===== config.mk =====
export PLATFORM = sky130hd
export DESIGN_NAME = fetch_unit
export DESIGN_NICKNAME = d
export VERILOG_FILES = /design/src/rtl/fetch_unit_pkg.sv /design/src/rtl/fetch_unit_pc_reg16.sv /design/src/rtl/fetch_unit.sv
export SDC_FILE = /design/constraint.sdc
export NUM_CORES = 1
export LEC_CHECK = 0
export ABC_AREA = 0
export ABC_CLOCK_PERIOD_IN_PS = 3690
export CAP_MARGIN = 20
export CORE_MARGIN = 4
export CORE_UTILIZATION = 48
export CTS_BUF_LIST = sky130_fd_sc_hd__clkbuf_4 sky130_fd_sc_hd__clkbuf_8
export DETAILED_ROUTE_END_ITERATION = 7
export GPL_TIMING_DRIVEN = 1
export PLACE_DENSITY = 0.86
export SLEW_MARGIN = 20
export SYNTH_ARGS = -nofsm -noshare
export SYNTH_HDL_FRONTEND = slang
export SYNTH_SLANG_ARGS = --single-unit

===== constraint.sdc =====
create_clock -name clk -period 3.69 [get_ports clk]
set_clock_uncertainty 0.05 [all_clocks]
set_input_delay 0.738 -clock clk [delete_from_list [all_inputs] [get_ports clk]]
set_output_delay 0.738 -clock clk [all_outputs]
set_load 0.005 [all_outputs]

===== src/rtl/fetch_unit_pkg.sv =====
// Shared constants, state encoding and opcode helper for the WISC fetch stage.
package fetch_unit_pkg;

   localparam logic [15:0] NOP_INSTR = 16'h0800;
   localparam logic [4:0]  HALT_OPC  = 5'b00000;
   localparam int unsigned OPC_HI    = 15;
   localparam int unsigned OPC_LO    = 11;

   typedef enum logic [2:0] {
      FETCH = 3'd0,
      WAIT  = 3'd1,
      HOLD  = 3'd2,
      DRAIN = 3'd3,
      HALT  = 3'd4
   } fetchState_t;

   function automatic logic isHaltInstr(input logic [15:0] instr);
      return instr[OPC_HI:OPC_LO] == HALT_OPC;
   endfunction

endpackage


===== src/rtl/fetch_unit_pc_reg16.sv =====
// 16-bit enabled register with asynchronous active-high reset to RESET_VAL.
module pc_reg16 #(
   parameter logic [15:0] RESET_VAL = '0
) (
   input  logic        clk,
   input  logic        rst,
   input  logic        en,
   input  logic [15:0] d,
   output logic [15:0] q
);

   // Load d when enabled; reset forces the parameter value.
   always_ff @(posedge clk or posedge rst) begin
      if (rst)     q <= RESET_VAL;
      else if (en) q <= d;
   end

endmodule


===== src/rtl/fetch_unit.sv =====
// Instruction-fetch stage: owns the PC, talks to a variable-latency imem and
// feeds IF/ID with instruction, current PC and next PC.
module fetch_unit
   import fetch_unit_pkg::*;
#(
   parameter logic [15:0] RESET_PC = 16'h0000
) (
   input  logic        clk,
   input  logic        rst,
   input  logic        stall,
   input  logic        redirect,
   input  logic [15:0] redirectPC,
   output logic        imemRd,
   output logic [15:0] imemAddr,
   input  logic [15:0] imemData,
   input  logic        imemDone,
   output logic        fetchValid,
   output logic [15:0] instrOut,
   output logic [15:0] currPCOut,
   output logic [15:0] nextPCOut
);

   fetchState_t state, nextState;
   logic [15:0] pc, pcNext, holdInstr, holdNext;
   logic        pcEn, holdEn;

   pc_reg16 #(.RESET_VAL(RESET_PC)) pcReg (
      .clk(clk), .rst(rst), .en(pcEn), .d(pcNext), .q(pc)
   );

   // holdInstr doubles as the killed address while draining; the two uses
   // never overlap since HOLD and DRAIN are exclusive.
   pc_reg16 #(.RESET_VAL(NOP_INSTR)) holdReg (
      .clk(clk), .rst(rst), .en(holdEn), .d(holdNext), .q(holdInstr)
   );

   assign currPCOut = pc;
   assign nextPCOut = pc + 16'd2;

   // State register.
   always_ff @(posedge clk or posedge rst) begin
      if (rst) state <= FETCH;
      else     state <= nextState;
   end

   // Next state, register updates and memory/IF-ID outputs.
   always_comb begin
      nextState  = state;
      pcEn       = 1'b0;
      pcNext     = pc;
      holdEn     = 1'b0;
      holdNext   = holdInstr;
      imemRd     = 1'b0;
      imemAddr   = pc;
      fetchValid = 1'b0;
      instrOut   = NOP_INSTR;

      case (state)
         FETCH, WAIT: begin
            imemRd = 1'b1;
            if (imemDone) begin
               fetchValid = 1'b1;
               instrOut   = imemData;
               if (!stall) begin
                  pcEn      = 1'b1;
                  pcNext    = pc + 16'd2;
                  nextState = isHaltInstr(imemData) ? HALT : FETCH;
               end else begin
                  holdEn    = 1'b1;
                  holdNext  = imemData;
                  nextState = HOLD;
               end
            end else begin
               nextState = WAIT;
            end
         end
         HOLD: begin
            fetchValid = 1'b1;
            instrOut   = holdInstr;
            if (!stall) begin
               pcEn      = 1'b1;
               pcNext    = pc + 16'd2;
               nextState = isHaltInstr(holdInstr) ? HALT : FETCH;
            end
         end
         DRAIN: begin
            imemRd   = 1'b1;
            imemAddr = holdInstr;
            if (imemDone) nextState = FETCH;
         end
         HALT: begin
            nextState = HALT;
         end
         default: nextState = FETCH;
      endcase

      if (redirect) begin
         pcEn       = 1'b1;
         pcNext     = redirectPC;
         fetchValid = 1'b0;
         instrOut   = NOP_INSTR;
         holdEn     = 1'b0;
         holdNext   = holdInstr;
         if (state == WAIT && !imemDone) begin
            holdEn    = 1'b1;
            holdNext  = pc;
            nextState = DRAIN;
         end else if (state == DRAIN && !imemDone) begin
            nextState = DRAIN;
         end else begin
            // A drain that completes alongside a redirect has nothing left
            // outstanding, so fetch resumes rather than waiting forever.
            nextState = FETCH;
         end
      end

      if (rst) begin
         imemRd     = 1'b0;
         fetchValid = 1'b0;
         instrOut   = NOP_INSTR;
      end
   end

endmodule


==> summary.md <==
| Metric | Value |
|---|---|
| Via Count | about 2600 |
| Hold Path Depth | 2 |
| Cell Area, Synth | 0.002535 mm2 |
| Routability congestion estimate | a little over 0.8 |
| Core ar. | 0.005107 mm2 |
| Synthesis-to-finish area growth | 45.41% |
| Worst Tran Pin Value | 504.5 ps |
| Worst skew pair latency | about 280 ps |
| Max_cap viols | 0 |
| Layout cells sized above 1 | 0.1097 |
| Final Setup Violations | 0 |
| Footprint of the multi-input gates | 0.001519 mm2 |
| Drt first pass iters | 5 |
| Power per cell area | 366.0 mW/mm2 |
| Die span in y | 80.67 um |
| Input/output buffers | approximately 100 |
| Die Width | slightly above 80 um |
| Number of global-route vias before repair | 2502 |
| CP endpoint kind | primary output |
| Synth Register Bits | 35 |
| Main synth FF type | dfrtp_1 |
| Worst reg2reg path depth | 4 |
| Syn Nets | 327 |
| Die area | 0.006508 mm2 |
| CTS resizes | 0 |
| Root buf cell | clkbuf_8 |
| P_sw | 0.0004363 W |
| Dpl cell area | 0.003582 mm2 |
| Crit start category | input port |
| Hold WC Path Type | reg2reg |
| Setup TNS | 0 ps |
| Worst Hold End | holdReg.q[11]$_DFFE_PP1P_ |
| Placed insts | 445 |
| Number of vias per cell | 5.764 |
| Ys async rst share | 1.000 |
| Finished Layout Cells | 453 |
| Initial DRC count | 196 |
| Fill count | ~420 |
| Commonest non-fill, non-tap cells in the layout | clkdlybuf4s50_1 (101), nor2_1 (50), dfrtp_1 (34), mux2i_1 (17), mux2_2 (17) |
| Post-synth EDFFs | 0 |
| Final #Nets | 420 |
| Worst slew margin | 0.6616 |
| Sequential share of the synthesized area | 0.3460 |
| YS warnings | 0 |
| Seq pwr share | 0.412 |
| RSZ-0062 raised after global routing | no |
| Fmax | 297.6 MHz |
| Commonest non-fill, non-tap cell in the layout | clkdlybuf4s50_1 |
| Initial antenna violation count | 0 |
| FF-to-FF Start | state[1]$_DFFE_PP0P_ |
| CTS Hold Bufs | 0 |
| Antenna Cells | 0 |
| Clock buffer depth | 2 |
| Int Pwr | approximately 0.00091 W |
| Ranking of synthesized cells by area | dfrtp_1 (34%), mux2_2 (7.6%), nor2_1 (7.4%), mux2i_1 (6.7%), a22oi_1 (4.4%) |
| Reg clk slew, reported paths | ~70 ps |
| Top-area cell type share of the netlist area | 0.3356 |
| Leak Pwr | 1.433 nW |
| Clock share of power | 0.238 |
| Switching share of power | 0.3234 |
| Worst Min Path Start | holdReg.q[11]$_DFFE_PP1P_ |
| Fin crit share | 0.9105 |
| Total global routing overflow | 0 |
| FP Rows | 26 |
| Worst-path maximum fanout | 16 |
| Final wirelength | ~7800 um |
| Comb pwr share | 0.350 |
| Top Ports | about 100 |
| DR WL/cell | around 17 um |
| DP Wirelength | 5737 um |
| Initial Util | 0.4963 |
| Synth area leader | dfrtp_1 |
| RR Endpoint | pcReg.q[15]$_DFFE_PP0P_ |
| Status | completed |
| Slew Viols, Final | 0 |
| # clock sinks | 35 |
| Final worst path period need | 3360 ps |
| Largest net degree at the start of global routing | 39 |
| CTS tree | done |
| TritonCTS buffer count | 5 |
| Count of different cell masters after synthesis | between 40 and 50 |
| VDD IR-drop max | 0.2184 mV |
| Crit path kind | in2out |
| First-pass GRT wire length | 12540 um |
| DRC errors left | 0 |
| Hold Fails Final Rpt | 0 |
| Storage cell area | roughly 900 um2 |
| Synth Instances | approximately 290 |
| WP data required | 2900 ps |
| GRT Total Usage | 0.2489 |
| Fin area | 0.003686 mm2 |
| Crit path arrival time | 2570 ps |
| R2R setup slack | 1610 ps |
| H-Tree Depth | 2 |
| Detail Route Antenna Nets | 0 |
| # Post-CTS Setup Buffers | 0 |
| Syn Area/Cell | 8.771 um2 |
final cells by class:
| class | instances | share of cell area |
|---|---|---|
| well taps | 70 | 0.02376 |
| repair buffers | 110 | 0.2919 |
| multi-input cells | 224 | 0.4121 |
| flip-flops and latches | 35 | 0.2379 |
| inverters | 6 | 0.006110 |
| clock buffers | 8 | 0.02817 |
logic make-up after synthesis:
kind of cell,share of synthesized area
DFF,0.3460
AOI/OAI and AO/OA,0.1851
xor gates and xnor gates,0.06219
and+or+nand+nor,0.1994
adders and majority gates,0.004935
muxes,0.1426
buffers and inverters,0.05972
cell usage after synthesis (all sizes together) (2+ instances only):
cell type / number
nor2: 51
nand2b: 2
and4: 2
o2111ai: 2
nand3b: 3
a31oi: 10
a211oi: 2
inv: 5
mux2: 17
clkbuf: 13
mux2i: 17
o31ai: 5
nor3: 6
and3: 3
nand3: 7
xor2: 10
nor2b: 2
o21ai: 11
nand4: 2
buf: 11
a22oi: 15
o211ai: 3
or4: 6
nand2: 10
a21oi: 16
or3: 3
nor3b: 2
dfrtp: 34
xnor2: 8
power by group through the flow:
stage / clock network [W] / registers, W / logic, W
after detailed placement: 0 / 0.000560 / 0.000474
after global placement: 0 / 0.000556 / 0.000461
final: 0.000321 / 0.000556 / 0.000472
after CTS: 0.000324 / 0.000554 / 0.000476
after floorplan: 0 / 0.000519 / 0.000254
after global routing: 0.000347 / 0.000569 / 0.000518
flip-flops by register name, summed over array words and instances, names as in the netlist:
| signal | flops |
|---|---|
| state | 3 |
| pcReg.q | 16 |
| holdReg.q | 16 |
through the flow:
stage / setup slack, ps / util / power (W) / hold slack (ps)
after global routing: 258.9 / 0.7217 / 0.001434 / 511.4
after CTS: 337.5 / 0.7217 / 0.001354 / 478.6
final: 330.3 / 0.7217 / 0.001349 / 478.1
after floorplan: 1171 / - / 0.0007737 / 444.8
after global placement: 366.9 / 0.7014 / 0.001017 / 467.7
after detailed placement: 348.6 / 0.7014 / 0.001034 / 468.1
critical path: stages:
cell	delay [ps]
clkdlybuf4s50_1	570
nor3b_2	200
buf_4	250
nor2_1	80
nor3_1	180
clkdlybuf4s50_1	540
routing by layer:
metal  global-route usage  wire length (um)  vias to the layer above
met5                    0                 0                        -
met4              0.02703                36                        0
met3              0.05269               593                        6
met2               0.4280              3859                      119
met1               0.3310              3333                     1263
li1                     -                 -                     1223
worst max path at each step:
stage | slack (ps) | end | cells after the start | from
2_1_floorplan | 1170 | instrOut[10] | 4 | redirect
3_3_place_gp | 370 | instrOut[5] | 5 | rst
3_5_place_dp | 350 | instrOut[6] | 5 | rst
4_1_cts | 340 | instrOut[14] | 5 | rst
5_1_grt | 260 | instrOut[8] | 5 | rst
6_report | 330 | fetchValid | 6 | imemDone
(Power assumes the default switching activity.)
